==> config.mk <==
export PLATFORM = sky130hd
export DESIGN_NAME = add_arbiter
export DESIGN_NICKNAME = d
export VERILOG_FILES = /design/src/rtl/add_arbiter.sv
export SDC_FILE = /design/constraint.sdc
export NUM_CORES = 1
export LEC_CHECK = 0
export ABC_CLOCK_PERIOD_IN_PS = 2300
export BUFFER_PORTS_ARGS = -buffer_cell sky130_fd_sc_hd__buf_2
export CAP_MARGIN = 10
export CELL_PAD_IN_SITES_DETAIL_PLACEMENT = 1
export CELL_PAD_IN_SITES_GLOBAL_PLACEMENT = 2
export CORE_MARGIN = 2
export CORE_UTILIZATION = 27
export CTS_CLUSTER_DIAMETER = 120
export DETAILED_ROUTE_END_ITERATION = 8
export GPL_TIMING_DRIVEN = 0
export PLACE_DENSITY = 0.9
export SLEW_MARGIN = 25
export SYNTH_ARGS = -nofsm -noshare
export SYNTH_HDL_FRONTEND = slang
export SYNTH_SLANG_ARGS = --single-unit
==> constraint.sdc <==
create_clock -name clk -period 2.3 [get_ports clk]
set_input_delay 0 -clock clk [delete_from_list [all_inputs] [get_ports clk]]
set_output_delay 0 -clock clk [all_outputs]
set_load 0.02 [all_outputs]
==> src/rtl/add_arbiter.sv <==
// Round-robin arbiter that time-shares one external combinational adder among NUM_REQ requesters.
// Optional `ADD_ARB_PRIO_EN gives requester 0 fixed top priority; the default build is pure round-robin.
module add_arbiter #(
    parameter  int NUM_REQ = 4,
    parameter  int DATA_W  = 4,
    localparam int ID_W    = $clog2(NUM_REQ)
) (
    input  logic                      clk,
    input  logic                      rst_n,
    input  logic [NUM_REQ-1:0]        req,
    input  logic [NUM_REQ*DATA_W-1:0] a_in,
    input  logic [NUM_REQ*DATA_W-1:0] b_in,
    output logic [NUM_REQ-1:0]        gnt,
    output logic [DATA_W-1:0]         add_a,
    output logic [DATA_W-1:0]         add_b,
    input  logic [DATA_W:0]           add_out,
    output logic                      out_valid,
    input  logic                      out_ready,
    output logic [DATA_W:0]           out_data,
    output logic [ID_W-1:0]           out_id
);

    typedef enum logic [1:0] {
        IDLE,
        ISSUE,
        HOLD
    } state_t;

    state_t          state;
    logic [ID_W-1:0] rr_ptr;
    logic [ID_W-1:0] win;
    logic [ID_W-1:0] next_ptr;
    logic            found;
    int              idx;

    // Winner is the first active request scanning upward from rr_ptr with wrap-around.
    always_comb begin
        win   = '0;
        found = 1'b0;
        idx   = 0;
        for (int i = 0; i < NUM_REQ; i++) begin
            idx = int'(rr_ptr) + i;
            if (idx >= NUM_REQ) begin
                idx = idx - NUM_REQ;
            end
            if (!found && req[idx[ID_W-1:0]]) begin
                win   = idx[ID_W-1:0];
                found = 1'b1;
            end
        end
`ifdef ADD_ARB_PRIO_EN
        if (req[0]) begin
            win = '0;
        end
`endif
        next_ptr = (win == ID_W'(NUM_REQ - 1)) ? '0 : win + ID_W'(1);
    end

    always_ff @(posedge clk or negedge rst_n) begin
        if (!rst_n) begin
            state     <= IDLE;
            rr_ptr    <= '0;
            gnt       <= '0;
            add_a     <= '0;
            add_b     <= '0;
            out_valid <= 1'b0;
            out_data  <= '0;
            out_id    <= '0;
        end else begin
            case (state)
                IDLE: begin
                    if (|req) begin
                        gnt    <= NUM_REQ'(1) << win;
                        add_a  <= a_in[int'(win)*DATA_W +: DATA_W];
                        add_b  <= b_in[int'(win)*DATA_W +: DATA_W];
                        out_id <= win;
`ifdef ADD_ARB_PRIO_EN
                        // Requester 0 wins outside the rotation, so it leaves the pointer alone.
                        if (!req[0]) begin
                            rr_ptr <= next_ptr;
                        end
`else
                        rr_ptr <= next_ptr;
`endif
                        state  <= ISSUE;
                    end
                end
                ISSUE: begin
                    out_data  <= add_out;
                    out_valid <= 1'b1;
                    gnt       <= '0;
                    state     <= HOLD;
                end
                HOLD: begin
                    if (out_ready) begin
                        out_valid <= 1'b0;
                        state     <= IDLE;
                    end
                end
                default: begin
                    state <= IDLE;
                end
            endcase
        end
    end

endmodule

==> impl_metrics.env, run 1 <==
export IMPL_grt_max_degree=25
export IMPL_numPlacedInstances=236
export IMPL_power_density_nw_per_um2=1280
export IMPL_cp_buffers_inverters=1
export IMPL_die_area_um2=5050
export IMPL_setup_viol=0
export IMPL_ir_drop_v=0.000495
export IMPL_worstMarginPinSlew_ns=0.558
export IMPL_place_congestion=0.777
export IMPL_crit_path_max_incr_delay_ns=0.46
export IMPL_vias=1171
export IMPL_critPathLaunchType="flip-flop"
export IMPL_slew_headroom_pct=62.8
export IMPL_wire_per_inst_um=13.6
export IMPL_numCtsBuffers=3
export IMPL_numPortBuffers=63
export IMPL_grt_pass1_wl_mm=5.88
export IMPL_chipHeight_um=71.1
export IMPL_cts_setup_buffers=0
export IMPL_grt_use_total_pct=14.6
export IMPL_avgSynthCellArea_um2=10.0
export IMPL_hold_path_class="primary input to flip-flop"
export IMPL_synth_fp_nets=165
export IMPL_grt_remaining_overflow=0
export IMPL_antenna_found_initial=0
export IMPL_yosys_warnings=0
export IMPL_syn_cell_area_um2=1210
export IMPL_rsz0062_at_grt="false"
export IMPL_finalCritPeriodShare_pct=70.9
export IMPL_ys_types=30
export IMPL_fin_crit_ns=1.63
export IMPL_antennaDiodeCount=0
export IMPL_first_global_vias=1304
export IMPL_fin_nets=240
export IMPL_cp_top_family="flip-flops"
export IMPL_initial_utilization_pct=27.9
export IMPL_maxCapViolations=0
export IMPL_design_power_total_mw=2.21
export IMPL_fmax_ghz=0.613
export IMPL_ios=64
export IMPL_drt_iter0_markers=32
export IMPL_via_per_inst=4.74
export IMPL_cts_max_level=1
export IMPL_critPathKind="flip-flop to flip-flop"
export IMPL_clkSinkCount=24
export IMPL_cp_slowest_cell="dfrtp_1"
export IMPL_drt_wl_total_mm=3.35
export IMPL_postRouteAntennaNets=0
export IMPL_die_w_um=71.1
export IMPL_yosysSeqAreaShare_pct=49.4
export IMPL_crit_fanout=10
export IMPL_synth_cells=121
export IMPL_coreArea_um2=4350
export IMPL_num_rows=24
export IMPL_cts_buffer_depth=2
export IMPL_first_pass_iters=4
export IMPL_area_delta_synth_final_pct=41.6
export IMPL_arrival_ns=1.77
export IMPL_clkLatencyLatePin_ns=0.27
export IMPL_cts_root_buf="clkbuf_8"
export IMPL_final_cells=247
export IMPL_drive_gt1_share_pct=39.5
export IMPL_tns_ns=0
export IMPL_final_max_slew_viol_count=0
export IMPL_path_cells="nor2b_1 -> a31oi_1 -> nand3_2 -> buf_6 -> mux2i_1 -> o221ai_1"
export IMPL_cts_tree="yes"
export IMPL_ys_seq_elements=24
export IMPL_drc=0
export IMPL_finalHoldViolCount=0
export IMPL_clk_pin_slew_ns=0.09
export IMPL_finClkSkew_ns=0.00666
export IMPL_status="finished clean"
export IMPL_p_leak_nw=0.941
export IMPL_hpwlAfterDp_mm=2.54
export IMPL_crit_required_ns=2.44
export IMPL_cp_end_kind="flip-flop"
cells in the mapped netlist:
cell type | count | share of area (%)
nand2_1 | 31 | 9.6
dfrtp_1 | 24 | 49
mux2i_1 | 16 | 13
o221ai_1 | 8 | 5.8
nand3_1 | 5 | 2.1
a21oi_1 | 3 | 1.2
nand2b_1 | 3 | 1.5
nor2_1 | 3 | 0.93
buf_2 | 2 | 0.82
buf_6 | 2 | 1.9
inv_1 | 2 | 0.62
nand2_2 | 2 | 1.0
nor2b_1 | 2 | 1.0
o21ai_1 | 2 | 0.82
a21o_1 | 1 | 0.62
a21o_2 | 1 | 0.72
a31oi_1 | 1 | 0.52
a32o_1 | 1 | 0.82
and3b_1 | 1 | 0.72
clkbuf_1 | 1 | 0.31
clkinv_4 | 1 | 0.72
nand3_2 | 1 | 0.82
nor4_1 | 1 | 0.52
o211a_2 | 1 | 0.82
o211ai_1 | 1 | 0.62
o21a_1 | 1 | 0.62
o21ai_0 | 1 | 0.41
o31ai_1 | 1 | 0.62
or3_1 | 1 | 0.52
xnor2_1 | 1 | 0.72
metal layers:
layer	vias to the layer above	routed length [um]	GRT usage [%]
li1	577	-	-
met1	533	1400	17.0
met2	57	1630	26.0
met3	4	285	4.27
met4	0	35	4.40
met5	-	0	0
worst reg2reg max path: cells and delay by family (launching register included):
| family | cells | cell delay, ns |
|---|---|---|
| flops | 1 | 0.46 |
| simple gates | 2 | 0.33 |
| compound gates | 2 | 0.32 |
| mux | 1 | 0.20 |
| buf+inv | 1 | 0.19 |
sequential cells by signal, indices dropped and copies added, names as in the netlist:
| signal | cells |
|---|---|
| rr_ptr | 2 |
| add_b | 4 |
| state | 2 |
| out_data | 5 |
| out_id | 2 |
| out_valid | 1 |
| gnt | 4 |
| add_a | 4 |
layout by cell type, fill, tap and decap left out, drive strengths merged:
master / n
a21o: 2
a21oi: 3
a31oi: 1
a32o: 1
and3b: 1
buf: 67
clkbuf: 5
clkinv: 1
dfrtp: 24
dlygate4sd3: 7
inv: 2
mux2i: 16
nand2: 33
nand2b: 3
nand3: 6
nor2: 3
nor2b: 2
nor4: 1
o211a: 1
o211ai: 1
o21a: 1
o21ai: 3
o221ai: 8
o31ai: 1
or3: 1
xnor2: 1
cells by family (layout without fill, tap and decap cells):
group / count (synthesis) / in the layout / synth area share, %
and+or+nand+nor: 50 / 50 / 18.7
buffers and inverters: 8 / 82 / 4.33
xor gates and xnor gates: 1 / 1 / 0.721
DFF: 24 / 24 / 49.4
AOI/OAI and AO/OA: 22 / 22 / 13.6
muxes: 16 / 16 / 13.2
cell type report:
cell class                      instances  area [um2]
Multi-Input combinational cell         89         562
Fill cell                             510        2630
Buffer                                  5        36.3
Inverter                                3        16.3
Sequential cell                        24         601
Tap cell                               52        65.1
Clock buffer                            4        55.1
Timing Repair Buffer                   70         385
power by group:
group / internal, mW / switching [mW] / total [mW]
clock: 0.153 / 0.141 / 0.294
combinational: 0.458 / 0.709 / 1.17
sequential: 0.620 / 0.125 / 0.745
total: 1.23 / 0.975 / 2.21
per-stage QoR:
stage                     cell area, um2  utilization [%]  setup slack [ns]  hold WS, ns
after global placement              1600             36.6             0.680       0.0160
after detailed placement            1600             36.6             0.672       0.0300
after global routing                1720             39.5             0.544       0.0496
after CTS                           1720             39.5             0.641       0.0393
final                               1720             39.5             0.669       0.0406
after floorplan                     1210                -             0.901       -0.296
path summary, 6_finish.rpt:
check,startpoint,endpoint,slack [ns],cells past startpoint
max in group asynchronous,rst_n,gnt[2]$_DFFE_PN0P_,1.67,2
max reg2reg,rr_ptr[1]$_DFFE_PN0P_,add_b[2]$_DFFE_PN0P_,0.67,6
max,rr_ptr[1]$_DFFE_PN0P_,add_b[2]$_DFFE_PN0P_,0.67,6
min,b_in[11],add_b[3]$_DFFE_PN0P_,0.04,3
min in group asynchronous,rst_n,add_b[3]$_DFFE_PN0P_,0.25,2
min reg2reg,out_id[0]$_DFFE_PN0P_,out_id[0]$_DFFE_PN0P_,0.47,2
timing repair:
action                    4_1_cts  5_1_grt
hold buffers                    7        0
hold endpoints to repair       30        0
gates resized for setup         0        0
Power figures use the tool's default switching activity.
==> inputs of run 2 (changes only) <==
--- a/config.mk
+++ b/config.mk
@@ -5,17 +5,17 @@
 export SDC_FILE = /design/constraint.sdc
 export NUM_CORES = 1
 export LEC_CHECK = 0
-export ABC_CLOCK_PERIOD_IN_PS = 2300
+export ABC_CLOCK_PERIOD_IN_PS = 1500
 export BUFFER_PORTS_ARGS = -buffer_cell sky130_fd_sc_hd__buf_2
 export CAP_MARGIN = 10
 export CELL_PAD_IN_SITES_DETAIL_PLACEMENT = 1
 export CELL_PAD_IN_SITES_GLOBAL_PLACEMENT = 2
 export CORE_MARGIN = 2
-export CORE_UTILIZATION = 27
+export CORE_UTILIZATION = 22
 export CTS_CLUSTER_DIAMETER = 120
 export DETAILED_ROUTE_END_ITERATION = 8
 export GPL_TIMING_DRIVEN = 0
-export PLACE_DENSITY = 0.9
+export PLACE_DENSITY = 0.79
 export SLEW_MARGIN = 25
 export SYNTH_ARGS = -nofsm -noshare
 export SYNTH_HDL_FRONTEND = slang
==> constraint.sdc (replaced) <==
create_clock -name clk -period 1.5 [get_ports clk]
set_input_delay 0 -clock clk [delete_from_list [all_inputs] [get_ports clk]]
set_output_delay 0 -clock clk [all_outputs]
set_load 0.02 [all_outputs]
==> run 2 against run 1 <==
  * The run now ends with setup timing left
  * Critical endpoint is now add_b[0]$_DFFE_PN0P_
  * Core utilization decreased by 2.0 points
  * Highest routed layer unchanged
  * Maximum frequency up 1.4%
  * Flip-flop and latch count unchanged
  * Sequential power up 49%
  * Hold slack worse by 0.016 ns
  * Setup slack worse by 0.78 ns
  * Clock-buffer cell count is the same
  * Combinational power is 120% higher
  * Sequential share of layout area fell by 5.2 points
  * Wire length increased by 18%
  * Non-clock buffer count grew 11
==> impl_metrics.env, run 2 (same netlist as run 1, synthesis figures left out) <==
export IMPL_fin_util_pct=37.5
export IMPL_postRouteAntennaNets=0
export IMPL_path_depth=7
export IMPL_cp_top_family="flip-flops"
export IMPL_seq_power_share_pct=27.1
export IMPL_via_per_inst=4.44
export IMPL_critPathKind="flip-flop to flip-flop"
export IMPL_antenna_found_initial=0
export IMPL_layout_commonest_cell="buf_2"
export IMPL_p_leak_nw=1.05
export IMPL_coreArea_um2=5410
export IMPL_num_rows=27
export IMPL_hold_path_class="primary input to flip-flop"
export IMPL_status="complete, but fails checks"
export IMPL_power_density_nw_per_um2=2010
export IMPL_cts_max_level=1
export IMPL_clkPwrFrac_pct=11.0
export IMPL_cp_startpoint="rr_ptr[0]$_DFFE_PN0P_"
export IMPL_ios=64
export IMPL_grt_max_degree=25
export IMPL_slew_headroom_pct=63.2
export IMPL_violations="setup timing"
export IMPL_ir_drop_v=0.000576
export IMPL_numPortBuffers=63
export IMPL_crit_fanout=5
export IMPL_combPwrFrac_pct=62.0
export IMPL_intPower_mw=2.36
export IMPL_cp_buffers_inverters=2
export IMPL_drive_gt1_share_pct=51.5
export IMPL_vias=1233
export IMPL_rr_worst_depth=7
export IMPL_antennaDiodeCount=0
export IMPL_clkSinkCount=24
export IMPL_grt_use_total_pct=13.5
export IMPL_drt_wl_total_mm=3.96
export IMPL_first_pass_iters=3
export IMPL_finClkSkew_ns=0.00722
export IMPL_die_area_um2=6130
export IMPL_fin_crit_ns=1.61
export IMPL_tns_ns=-0.687
export IMPL_largest_register_ffs=5
export IMPL_wire_per_inst_um=14.3
export IMPL_final_max_slew_viol_count=0
export IMPL_crit_required_ns=1.65
export IMPL_clk_pin_slew_ns=0.09
export IMPL_holdCritStartpoint="a_in[8]"
export IMPL_cts_root_buf="clkbuf_8"
export IMPL_place_congestion=0.728
export IMPL_fmax_ghz=0.621
export IMPL_cp_slowest_cell="dfrtp_1"
export IMPL_rsz0062_at_grt="true"
export IMPL_area_delta_synth_final_pct=66.8
export IMPL_numCtsBuffers=3
export IMPL_critPathLaunchType="flip-flop"
export IMPL_design_power_total_mw=4.08
export IMPL_maxCapViolations=0
export IMPL_die_w_um=78.3
export IMPL_setup_viol=8
export IMPL_hpwlAfterDp_mm=2.64
export IMPL_cts_buffer_depth=2
export IMPL_initial_utilization_pct=22.5
export IMPL_first_global_vias=1315
export IMPL_finalCritPeriodShare_pct=107
export IMPL_cp_end_kind="flip-flop"
export IMPL_path_cells="and3b_1 -> a31oi_2 -> nand3_2 -> buf_12 -> buf_16 -> mux2i_2 -> o221ai_2"
export IMPL_chipHeight_um=78.3
export IMPL_r2r_start="rr_ptr[0]$_DFFE_PN0P_"
export IMPL_drt_iter0_markers=49
export IMPL_min_path_cells=3
export IMPL_crit_path_max_incr_delay_ns=0.41
export IMPL_cts_tree="yes"
export IMPL_drc=0
export IMPL_finalHoldViolCount=0
export IMPL_clkLatencyLatePin_ns=0.27
export IMPL_p_switching_mw=1.73
export IMPL_grt_pass1_wl_mm=6.42
export IMPL_arrival_ns=1.76
export IMPL_swShare_pct=42.3
export IMPL_worstMarginPinSlew_ns=0.552
export IMPL_final_cell_mix="buf_2, nand2_1, dfrtp_1"
export IMPL_dp_slack_ns=-0.112
export IMPL_top_register="out_data"
export IMPL_grt_remaining_overflow=0
export IMPL_holdWs_ns=0.0245
export IMPL_layout_setup_ws_ns=-0.109
export IMPL_fin_nets=251
export IMPL_fill_cells=654
run 2: final timing paths:
path | to | slack, ns
worst max-delay path | add_b[0]$_DFFE_PN0P_ | -0.11
worst min-delay path | add_a[0]$_DFFE_PN0P_ | 0.02
worst max register to register | add_b[0]$_DFFE_PN0P_ | -0.11
worst min register to register | out_data[2]$_DFFE_PN0P_ | 0.48
max in group asynchronous | rr_ptr[1]$_DFFE_PN0P_ | 0.86
min in group asynchronous | out_data[2]$_DFFE_PN0P_ | 0.25
run 2: worst min-delay path, stage by stage:
cell and delay (ns):
buf_2 0.10, mux2i_4 0.06, o221ai_2 0.11
run 2: metal layers:
metal | GRT usage [%] | wire, um | vias up
li1 | - | - | 599
met1 | 16.2 | 1690 | 596
met2 | 24.3 | 2040 | 33
met3 | 2.41 | 178 | 5
met4 | 4.74 | 52 | 0
met5 | 0 | 0 | -
run 2: through the flow:
| stage | std cells | instance area (um2) |
|---|---|---|
| 2_1_floorplan | 121 | 1210 |
| 3_3_place_gp | 256 | 1620 |
| 3_5_place_dp | 256 | 1620 |
| 4_1_cts | 276 | 1910 |
| 5_1_grt | 278 | 2030 |
| 6_report | 278 | 2030 |
run 2: timing repair:
item                                    4_1_cts  5_1_grt
pin swaps                                    10       10
hold endpoints to repair                     30        0
resized for setup                            10       25
hold buffers                                  7        0
setup buffers                                 7        2
cloned                                        2        0
endpoints found under the setup margin       11       16
run 2: power by group through the flow:
stage	sequential (mW)	combinational (mW)	clock, mW
floorplan	1.43	0.952	0
global placement	1.15	1.80	0
detailed placement	1.16	1.83	0
CTS	1.12	2.31	0.464
global route	1.15	2.77	0.497
finish	1.11	2.53	0.448
run 2: final cells by class:
| cell class | instances | area [um2] | share of cell area [%] |
|---|---|---|---|
| buffer | 5 | 58.8 | 2.90 |
| clock buffer | 4 | 55.1 | 2.72 |
| inverter | 3 | 16.3 | 0.802 |
| multi-input combinational | 89 | 677 | 33.4 |
| sequential | 24 | 602 | 29.7 |
| tap | 72 | 90.1 | 4.44 |
| timing repair buffer | 81 | 528 | 26.0 |
